File: src/rtl/regbus_pkg.sv
// Shared types and constants for the register-bus transfer block.
// Swap states exist only when REGBUS_XFER_SWAP_EN is defined.
package regbus_pkg;

    function automatic int idx_w(input int nreg);
        return $clog2(nreg + 1);
    endfunction

    typedef enum logic [2:0] {
        IDLE,
        MOVE,
`ifdef REGBUS_XFER_SWAP_EN
        SWAP0,
        SWAP1,
        SWAP2,
`endif
        DONE
    } state_e;

    localparam logic RST_READY = 1'b1;
    localparam logic RST_PULSE = 1'b0;

endpackage

File: src/rtl/regbus_regfile.sv
// NREG x WIDTH register storage: one write port, flat read vector, async clear.
module regbus_regfile
    import regbus_pkg::*;
#(
    parameter  int WIDTH = 8,
    parameter  int NREG  = 4,
    localparam int IDXW  = idx_w(NREG)
) (
    input  logic                    clk,
    input  logic                    rst_n,
    input  logic                    we_i,
    input  logic [IDXW-1:0]         waddr_i,
    input  logic [WIDTH-1:0]        wdata_i,
    output logic [NREG*WIDTH-1:0]   regs_flat_o
);

    logic [NREG-1:0][WIDTH-1:0] mem_q;

    always_ff @(posedge clk or negedge rst_n) begin
        if (!rst_n) begin
            mem_q <= '0;
        end else if (we_i) begin
            for (int i = 0; i < NREG; i++) begin
                if (waddr_i == IDXW'(i)) mem_q[i] <= wdata_i;
            end
        end
    end

    assign regs_flat_o = mem_q;

endmodule

File: src/rtl/regbus_xfer.sv
// Register-to-register bus transfer controller: move (and optional swap via
// macro REGBUS_XFER_SWAP_EN) between NREG registers or from in_data.
module regbus_xfer
    import regbus_pkg::*;
#(
    parameter  int WIDTH = 8,
    parameter  int NREG  = 4,
    localparam int IDXW  = idx_w(NREG)
) (
    input  logic                    clk,
    input  logic                    rst_n,
    input  logic                    cmd_valid,
    output logic                    cmd_ready,
    input  logic [IDXW-1:0]         cmd_src,
    input  logic [IDXW-1:0]         cmd_dst,
    input  logic                    cmd_swap,
    input  logic [WIDTH-1:0]        in_data,
    output logic [NREG*WIDTH-1:0]   regs_flat,
    output logic [WIDTH-1:0]        zbus,
    output logic                    done,
    output logic                    err
);

    state_e                     state_q;
    logic                       ready_q, done_q, err_q;
    logic [WIDTH-1:0]           zbus_q;
    logic [IDXW-1:0]            dst_q;
    logic [NREG-1:0][WIDTH-1:0] rd;
    logic [WIDTH-1:0]           src_val;
    logic                       illegal;
    logic                       we;
    logic [IDXW-1:0]            waddr;

`ifdef REGBUS_XFER_SWAP_EN
    logic [IDXW-1:0]            src_q;
    logic [WIDTH-1:0]           tmp_q;
    logic [WIDTH-1:0]           dst_val;
`else
    logic                       swap_unused;
    assign swap_unused = cmd_swap;
`endif

    assign rd = regs_flat;

    // Source value is captured onto the bus register at accept, so in_data
    // only needs to be valid on the accept edge.
    always_comb begin
        src_val = in_data;
        for (int i = 0; i < NREG; i++) begin
            if (cmd_src == IDXW'(i)) src_val = rd[i];
        end
    end

    always_comb begin
        illegal = (cmd_dst >= IDXW'(NREG)) || (cmd_src > IDXW'(NREG));
`ifdef REGBUS_XFER_SWAP_EN
        illegal = illegal || (cmd_swap && cmd_src == IDXW'(NREG));
`endif
    end

`ifdef REGBUS_XFER_SWAP_EN
    always_comb begin
        dst_val = '0;
        for (int i = 0; i < NREG; i++) begin
            if (dst_q == IDXW'(i)) dst_val = rd[i];
        end
    end
`endif

    always_comb begin
        we    = 1'b0;
        waddr = dst_q;
        case (state_q)
            MOVE:  we = 1'b1;
`ifdef REGBUS_XFER_SWAP_EN
            SWAP1: begin we = 1'b1; waddr = src_q; end
            SWAP2: we = 1'b1;
`endif
            default: ;
        endcase
    end

    always_ff @(posedge clk or negedge rst_n) begin
        if (!rst_n) begin
            state_q <= IDLE;
            ready_q <= RST_READY;
            done_q  <= RST_PULSE;
            err_q   <= RST_PULSE;
            zbus_q  <= '0;
            dst_q   <= '0;
`ifdef REGBUS_XFER_SWAP_EN
            src_q   <= '0;
            tmp_q   <= '0;
`endif
        end else begin
            done_q <= 1'b0;
            err_q  <= 1'b0;
            case (state_q)
                IDLE: if (cmd_valid) begin
                    ready_q <= 1'b0;
                    dst_q   <= cmd_dst;
`ifdef REGBUS_XFER_SWAP_EN
                    src_q   <= cmd_src;
`endif
                    if (illegal) begin
                        state_q <= DONE;
                        done_q  <= 1'b1;
                        err_q   <= 1'b1;
`ifdef REGBUS_XFER_SWAP_EN
                    end else if (cmd_swap) begin
                        state_q <= SWAP0;
                        zbus_q  <= src_val;
`endif
                    end else begin
                        state_q <= MOVE;
                        zbus_q  <= src_val;
                    end
                end
                MOVE: begin
                    state_q <= DONE;
                    done_q  <= 1'b1;
                    zbus_q  <= '0;
                end
`ifdef REGBUS_XFER_SWAP_EN
                // src==dst falls out naturally: both writes restore the original.
                SWAP0: begin
                    tmp_q   <= zbus_q;
                    zbus_q  <= dst_val;
                    state_q <= SWAP1;
                end
                SWAP1: begin
                    zbus_q  <= tmp_q;
                    state_q <= SWAP2;
                end
                SWAP2: begin
                    zbus_q  <= '0;
                    done_q  <= 1'b1;
                    state_q <= DONE;
                end
`endif
                DONE: begin
                    state_q <= IDLE;
                    ready_q <= 1'b1;
                end
                default: begin
                    state_q <= IDLE;
                    ready_q <= 1'b1;
                    zbus_q  <= '0;
                end
            endcase
        end
    end

    regbus_regfile #(.WIDTH(WIDTH), .NREG(NREG)) u_regfile (
        .clk         (clk),
        .rst_n       (rst_n),
        .we_i        (we),
        .waddr_i     (waddr),
        .wdata_i     (zbus_q),
        .regs_flat_o (regs_flat)
    );

    assign cmd_ready = ready_q;
    assign zbus      = zbus_q;
    assign done      = done_q;
    assign err       = err_q;

endmodule

File: config.mk
export PLATFORM = sky130hd
export DESIGN_NAME = regbus_xfer
export DESIGN_NICKNAME = d
export VERILOG_FILES = /design/src/rtl/regbus_pkg.sv /design/src/rtl/regbus_regfile.sv /design/src/rtl/regbus_xfer.sv
export SDC_FILE = /design/constraint.sdc
export NUM_CORES = 1
export LEC_CHECK = 0
export CAP_MARGIN = 20
export CORE_ASPECT_RATIO = 0.75
export CORE_MARGIN = 2
export CORE_UTILIZATION = 40
export CTS_CLUSTER_SIZE = 14
export DETAILED_ROUTE_END_ITERATION = 16
export PLACE_DENSITY = 0.67
export SYNTH_ARGS = -nofsm -noshare
export SYNTH_HDL_FRONTEND = slang
export SYNTH_SLANG_ARGS = --single-unit
File: constraint.sdc
create_clock -name clk -period 1.88 [get_ports clk]
set_clock_uncertainty 0.2 [all_clocks]
set_input_delay 0.376 -clock clk [delete_from_list [all_inputs] [get_ports clk]]
set_output_delay 0.376 -clock clk [all_outputs]
set_load 0.02 [all_outputs]
# Word-level counts from Yosys, hierarchy flattened
# Index checks and enable logic that the tools add are counted.
# totals
input_bits	18
register_bits	49
# classes
mux	17
n_eq_ne	10
n_lt_le_gt_ge	2
bitwise	2
reduce_logical	11
# ops
op	n
8-bit 2-to-1 mux	6
8-bit one-hot mux with 2 select lines	1
3-bit by 2-bit == test with 1-bit output, second input constant	5
2-bit AND reduction	6
3-bit by 1-bit == test with 1-bit output, second input constant	3
3-bit logical NOT	3
3-bit one-hot mux with 2 select lines	1
1-bit 2-to-1 mux	5
2-bit inequality test, second input constant	2
1-bit one-hot mux with 2 select lines	2
3-bit >= comparator, second input constant	1
3-bit > comparator, second input constant	1
3-bit 2-to-1 mux	1
3-bit AND reduction	1
2-bit 2-to-1 mux	1
1-bit inverter	2
1-bit logical OR	1

# Depth between registers and ports, before layout
# Gate-level depths: netlist of run 1.
# depth
ltp_word	8
ltp_mapped	5
ltp_nobuf	3

# By module
# A second synthesis of run 1 with hierarchy kept.
# unflattened
hier_cells	152
area_unflattened_um2	2177.1
# modules_own_cells
mod	seq_area_each_um2	cells_per_inst	n_inst	area_each_um2
regbus_regfile	800.8	70	1	1223.7
regbus_xfer	401.6	82	1	953.4

# Worst setup path after synthesis of run 1
# No wires, ideal clock.
# synth_path
path_type	in2reg
startpoint	input cmd_src[0]
endpoint	register zbus_q[7], in the netlist zbus[7]
setup_time_ns	0.129
slack_ns	0.184
path_stages	5
arrival_ns	1.366
path_cell_list	buf_6 -> buf_6 -> mux4_2 -> a22oi_1 -> o2bb2ai_1
# synth_via
elab_chain_len	8
word_cells_on_any_way	15
# synth_rtl
element	line	source
start, declared	regbus_xfer.sv:14	input logic [IDXW-1:0] cmd_src,
3-bit logical NOT	regbus_xfer.sv:50	if (cmd_src == IDXW'(i)) src_val = rd[i];
8-bit 2-to-1 mux (4 in a row)	regbus_xfer.sv:50	
8-bit 2-to-1 mux	regbus_xfer.sv:105	if (illegal) begin
8-bit 2-to-1 mux	regbus_xfer.sv:99	IDLE: if (cmd_valid) begin
8-bit one-hot mux with 2 select lines	regbus_xfer.sv:98	case (state_q)
end signal, assigned	regbus_xfer.sv:116	zbus_q <= src_val;
end, declared	regbus_xfer.sv:26	logic [WIDTH-1:0] zbus_q;
# Parallel ways exist; a longest one is shown, timed or not. The select of a mux whose other input is x is not followed.
# A chain may end at the register's enable or synchronous reset.

# Final worst setup path of run 1
# layout_path
startpoint	register err_q, in the netlist err
endpoint	output err
# layout_lines
element	line	source
start, declared	regbus_xfer.sv:25	logic ready_q, done_q, err_q;
start signal, assigned	regbus_xfer.sv:88	err_q <= RST_PULSE;
start signal, assigned	regbus_xfer.sv:97	err_q <= 1'b0;
start signal, assigned	regbus_xfer.sv:108	err_q <= 1'b1;
end, declared	regbus_xfer.sv:21	output logic err
# No word-level cell between the ends.

==> flow_summary_export.csv, run 1 <==
group,metric,value,unit
die,core_area,5266,um^2
power_and_ir_drop,irDropWorstVdd,0.0004358,V
cts,cts_buffer_depth,2,
detailed_routing,drc_errors,0,
logic_synthesis,syn_area,2163,um^2
detailed_routing,wire_per_inst,19.22,um
logic_synthesis,avgSynthCellArea,15.23,um^2
layout,area_delta_synth_final,43.44,%
placement,dp_cells,282,
sta,min_period,1.815,ns
grt,track_usage,19.85,%
logic_synthesis,ys_seq_area_share,55.58,%
layout,multi_input_area,909.6,um^2
logic_synthesis,yosysWarnings,0,
layout,diodes,0,
placement,portBuffers,59,
detailed_routing,detail-route-antenna-nets,0,
detailed_routing,via_per_inst,5.447,
logic_synthesis,synth_enable_flop_cells,0,
logic_synthesis,synth_most_common_cell,"dfrtp_1",
detailed_routing,wl,5632,um
placement,gp_congestion,0.7687,
placement,dpl_cell_area,2932,um^2
layout,drive_above_1_share,37.61,%
grt,grt_pass1_wl,8714,um
critical_path,slowest_delay,0.60,ns
sta,holdWs,0.3247,ns
logic_synthesis,synth_seq_cells,48,
placement,place_hpwl,3812,um
critical_path,crit_buf_inv,1,
logic_synthesis,synth_area_leader_cell,"dfrtp_1",
cts,numClockSinks,48,
layout,postLayoutCoreUtil,58.92,%
run,drv_cap,0,
logic_synthesis,yosysTopAreaCellShare,54.37,%
detailed_routing,drt-initial-drc-count,63,
logic_synthesis,synth_compound_area_share,10.99,%
logic_synthesis,async_flop_share,100.0,%
die,start_util,41.08,%
logic_synthesis,synth-simple-area-share,4.049,%
worst_hold_path,hold_class,"reg2reg",
sta,slew_headroom,77.56,%
detailed_routing,dr_total_vias,1596,
grt,grt_pass1_vias,1674,
power_and_ir_drop,p_leak,0.001714,uW
logic_synthesis,synthAdderAreaFrac,0,%
cts,htree_levels,2,
critical_path,cp_slowest_cell,"clkdlybuf4s50_1",
sta,hold_viol,0,
critical_path,crit_family,"buffers and inverters",
layout,fin_nets,235,
logic_synthesis,synth_area_leaders,"dfrtp_1 54%, mux2_2 18%, mux4_2 8.3%",
sta,worstMarginPinSlew,0.3362,ns
die,die_height,67.69,um
die,core.rowCount,23,
grt,grt_start_max_net_pins,49,
logic_synthesis,syn_nets,160,
outcome,run_status,"finished clean",
critical_path,crit_fanout,1,
grt,gr-total-overflow,0,
detailed_routing,drtPass1Iterations,5,
critical_path,crit_chain,"clkdlybuf4s50_1",
cts,numCtsBuffers,5,
cts,root_buffer,"clkbuf_8",
power_and_ir_drop,cellPowerDensity,894.9,nW/um^2
logic_synthesis,synth_top_family_by_area,"multiplexers",
layout,final.fill_count,432,
sta,rsz0062_at_grt,"false",
critical_path,crit_required,1.30,ns
critical_path,crit_arrival,1.24,ns
logic_synthesis,synth_common_cells,"47 x dfrtp_1, 35 x mux2_2",
critical_path,endpoint_kind,"output port",
sta,finalMaxSlewViolations,0,
cts,clock_latency,0.30,ns
logic_synthesis,muxShareOfSynthArea,26.55,%
layout,ff_latch_area,1202,um^2
logic_synthesis,synth_xor_xnor_area_share,0,%
grt,antenna_found_initial,0,
layout,stdcell_area,3103,um^2
die,die_width,88.92,um
critical_path,critPathLaunchType,"register",
die,io_pins,61,
logic_synthesis,synthCells,142,
critical_path,criticalPathCategory,"reg2out",
layout,final_cell_count_no_fill,293,
die,dieArea,6019,um^2
sta,period_share,96.54,%
cts,path_clk_slew,0.09,ns
sta,fmax,551.0,MHz
logic_synthesis,synthFlopType,"dfrtp_1",
sta,finalSetupViolCount,0,
cts,cts_tree,"built",
logic_synthesis,yosysUniqueCellTypes,25,
logic make-up after synthesis:
| kind of cell | Yosys count |
|---|---|
| simple gates | 10 |
| mux | 43 |
| flops | 48 |
| buf+inv | 11 |
| compound gates | 30 |
placed cells by master (no fill, tap or decap), drive strengths merged, types with 2 or more instances in the layout:
master	synthesis	layout
inv	4	4
clkbuf	1	8
a22oi	8	8
mux2	35	35
a21oi	3	3
clkdlybuf4s50	0	16
o2bb2ai	8	8
nor2	3	3
dlygate4sd2	0	30
dlymetal6s2s	0	12
a31o	8	8
mux4	8	8
nor3b	2	2
buf	6	15
dfrtp	47	47
final cells by class:
cell class	count	share of cell area (%)
clock buffer	7	3.105
multi-input combinational	83	29.31
clock inverter	1	0.9677
timing repair buffer	75	24.35
inverter	4	0.4839
sequential	48	38.75
tap	75	3.024
state kept, by name, summed over array words and instances (netlist names):
signal,flops
u_regfile.regs_flat_o,32
zbus,8
dst_q,3
state_q,2
cmd_ready,1
done,1
err,1
path summary, 6_finish.rpt:
path                                                              to              startpoint  slack [ns]  depth (start not counted)
worst max-delay path                                             err           err$_DFF_PN0_        0.07                          1
worst min-delay path                           cmd_ready$_DFFE_PN1P_   cmd_ready$_DFFE_PN1P_        0.32                          2
worst max register to register  u_regfile.regs_flat_o[3]$_DFFE_PN0P_  state_q[1]$_DFFE_PN0N_        0.09                          4
worst min register to register                 cmd_ready$_DFFE_PN1P_   cmd_ready$_DFFE_PN1P_        0.32                          2
max in group asynchronous                      cmd_ready$_DFFE_PN1P_                   rst_n        0.83                          3
min in group asynchronous       u_regfile.regs_flat_o[7]$_DFFE_PN0P_                   rst_n        0.38                          3
per-stage QoR:
| stage | setup TNS [ns] | setup WS, ns | total power [uW] |
|---|---|---|---|
| after floorplan | 0 | 0.1843 | 1658 |
| after global placement | -2.416 | -0.2879 | 2014 |
| after detailed placement | -2.623 | -0.3042 | 2048 |
| after CTS | 0 | 0.0006322 | 2802 |
| after global routing | 0 | 0.02278 | 2906 |
| final | 0 | 0.06511 | 2777 |
timing repair:
item / 4_1_cts / 5_1_grt
gates cloned: 0 / 1
endpoints found under the setup margin: 30 / 26
hold buffers: 1 / 0
gates resized for setup: 30 / 14
setup buffers: 0 / 1
hold endpoints to repair: 47 / 0
power breakdown:
part           switching (uW)  internal, uW  leakage [uW]
registers                 135          1160      0.000648
clock network             336           469     0.0000645
logic                     326           346       0.00100
per-layer routing:
layer	vias to the layer above	share of wire (%)	track usage [%]
met5	-	0	0
met4	0	1.5	6.629
met3	9	6.3	4.645
met2	61	48	31.44
met1	827	44	27.07
li1	699	-	-
No activity file was read; power rests on OpenSTA's default activity.
==> inputs of run 2 (changes only) <==
Settings changed: SKIP_CTS_REPAIR_TIMING set to 1.
==> flow_summary_export.csv, run 2 (synthesized netlist as in run 1, its figures left out) <==
group,metric,value,unit
outcome,run_status,"finished clean",
run,drv_cap,0,
sta,hold_viol,0,
grt,grt_pass1_wl,8735,um
grt,track_usage,19.87,%
detailed_routing,dr_total_vias,1600,
die,die_width,88.92,um
power_and_ir_drop,p_leak,0.002105,uW
sta,worstMarginPinSlew,0.3300,ns
layout,multi_input_area,909.6,um^2
detailed_routing,wire_per_inst,19.53,um
layout,fin_nets,235,
critical_path,crit_arrival,1.24,ns
detailed_routing,drt-initial-drc-count,64,
detailed_routing,via_per_inst,5.461,
die,start_util,41.08,%
die,die_height,67.69,um
sta,min_period,1.815,ns
placement,place_hpwl,3812,um
placement,gp_congestion,0.7687,
cts,clock_latency,0.30,ns
cts,root_buffer,"clkbuf_8",
power_and_ir_drop,irDropWorstVdd,0.0004464,V
sta,finalMaxSlewViolations,0,
die,core_area,5266,um^2
layout,largest_register_ffs,32,
layout,drive_above_1_share,37.61,%
grt,antenna_found_initial,0,
placement,portBuffers,59,
sta,holdWs,0.3282,ns
cts,path_clk_slew,0.09,ns
sta,period_share,96.53,%
cts,numClockSinks,48,
detailed_routing,drc_errors,0,
layout,final_common_cell,"dfrtp_1",
detailed_routing,wl,5722,um
sta,slew_headroom,77.98,%
power_and_ir_drop,cellPowerDensity,877.6,nW/um^2
layout,final_cell_count_no_fill,293,
die,core.rowCount,23,
sta,tns,0,ns
die,dieArea,6019,um^2
layout,final.fill_count,400,
die,io_pins,61,
critical_path,crit_family,"buffers and inverters",
critical_path,criticalPathCategory,"reg2out",
layout,diodes,0,
grt,gr-total-overflow,0,
detailed_routing,detail-route-antenna-nets,0,
critical_path,critPathLaunchType,"register",
critical_path,slowest_delay,0.60,ns
critical_path,cp_slowest_cell,"clkdlybuf4s50_1",
layout,final_cell_mix,"47 x dfrtp_1, 42 x dlymetal6s2s_1, 35 x mux2_2",
grt,grt_start_max_net_pins,49,
sta,worst_slack,0.06520,ns
cts,cts_tree,"built",
sta,finalSetupViolCount,0,
sta,rsz0062_at_grt,"false",
critical_path,crit_fanout,1,
placement,place_ws,-0.3042,ns
critical_path,endpoint_kind,"output port",
critical_path,crit_chain,"clkdlybuf4s50_1",
cts,htree_levels,2,
cts,cts_buffer_depth,2,
cts,numCtsBuffers,5,
critical_path,crit_required,1.30,ns
layout,ff_latch_area,1202,um^2
worst_hold_path,hold_class,"reg2reg",
layout,area_delta_synth_final,48.64,%
placement,dp_cells,282,
critical_path,crit_buf_inv,1,
grt,grt_pass1_vias,1682,
detailed_routing,drtPass1Iterations,4,
sta,fmax,551.0,MHz
run 2: final timing paths:
kind	startpoint	end	slack [ns]	depth (start not counted)
min reg2reg	u_regfile.regs_flat_o[20]$_DFFE_PN0P_	u_regfile.regs_flat_o[20]$_DFFE_PN0P_	0.33	1
min	u_regfile.regs_flat_o[20]$_DFFE_PN0P_	u_regfile.regs_flat_o[20]$_DFFE_PN0P_	0.33	1
max in group asynchronous	rst_n	cmd_ready$_DFFE_PN1P_	0.83	3
min in group asynchronous	rst_n	u_regfile.regs_flat_o[7]$_DFFE_PN0P_	0.38	3
max	err$_DFF_PN0_	err	0.07	1
max reg2reg	state_q[1]$_DFFE_PN0N_	u_regfile.regs_flat_o[3]$_DFFE_PN0P_	0.08	4
run 2: area by class of cell:
cell class | count | share of cell area (%)
clock buffer | 7 | 2.996
clock inverter | 1 | 0.9339
inverter | 4 | 0.4669
multi-input combinational | 83 | 28.29
sequential | 48 | 37.39
tap | 75 | 2.918
timing repair buffer | 75 | 27.00
run 2: per-layer routing:
layer / up-vias / share of wire, % / track usage [%]
li1: 698 / - / -
met1: 838 / 45 / 27.22
met2: 55 / 48 / 31.34
met3: 9 / 5.2 / 4.645
met4: 0 / 1.5 / 6.629
met5: - / 0 / 0
run 2: worst reg2reg max path, stage by stage (launching register included):
cell	delay [ns]
dfrtp_1	0.48
nor2_4	0.18
nor4b_4	0.20
buf_4	0.25
mux2_2	0.37
run 2: report_power, final:
group	leakage, uW	internal [uW]	switching (uW)	total (uW)
Clock	0.0000645	469	337	807
Combinational	0.00139	388	327	714
Sequential	0.000648	1160	137	1300
Total	0.00210	2020	801	2820
run 2: per-stage QoR:
stage / total power [uW] / utilization, % / instance area, um^2
after floorplan: 1658 / - / 2163
after global placement: 2014 / 55.67 / 2932
after detailed placement: 2048 / 55.67 / 2932
after CTS: 2862 / 58.07 / 3058
after global routing: 2949 / 61.06 / 3216
final: 2822 / 61.06 / 3216
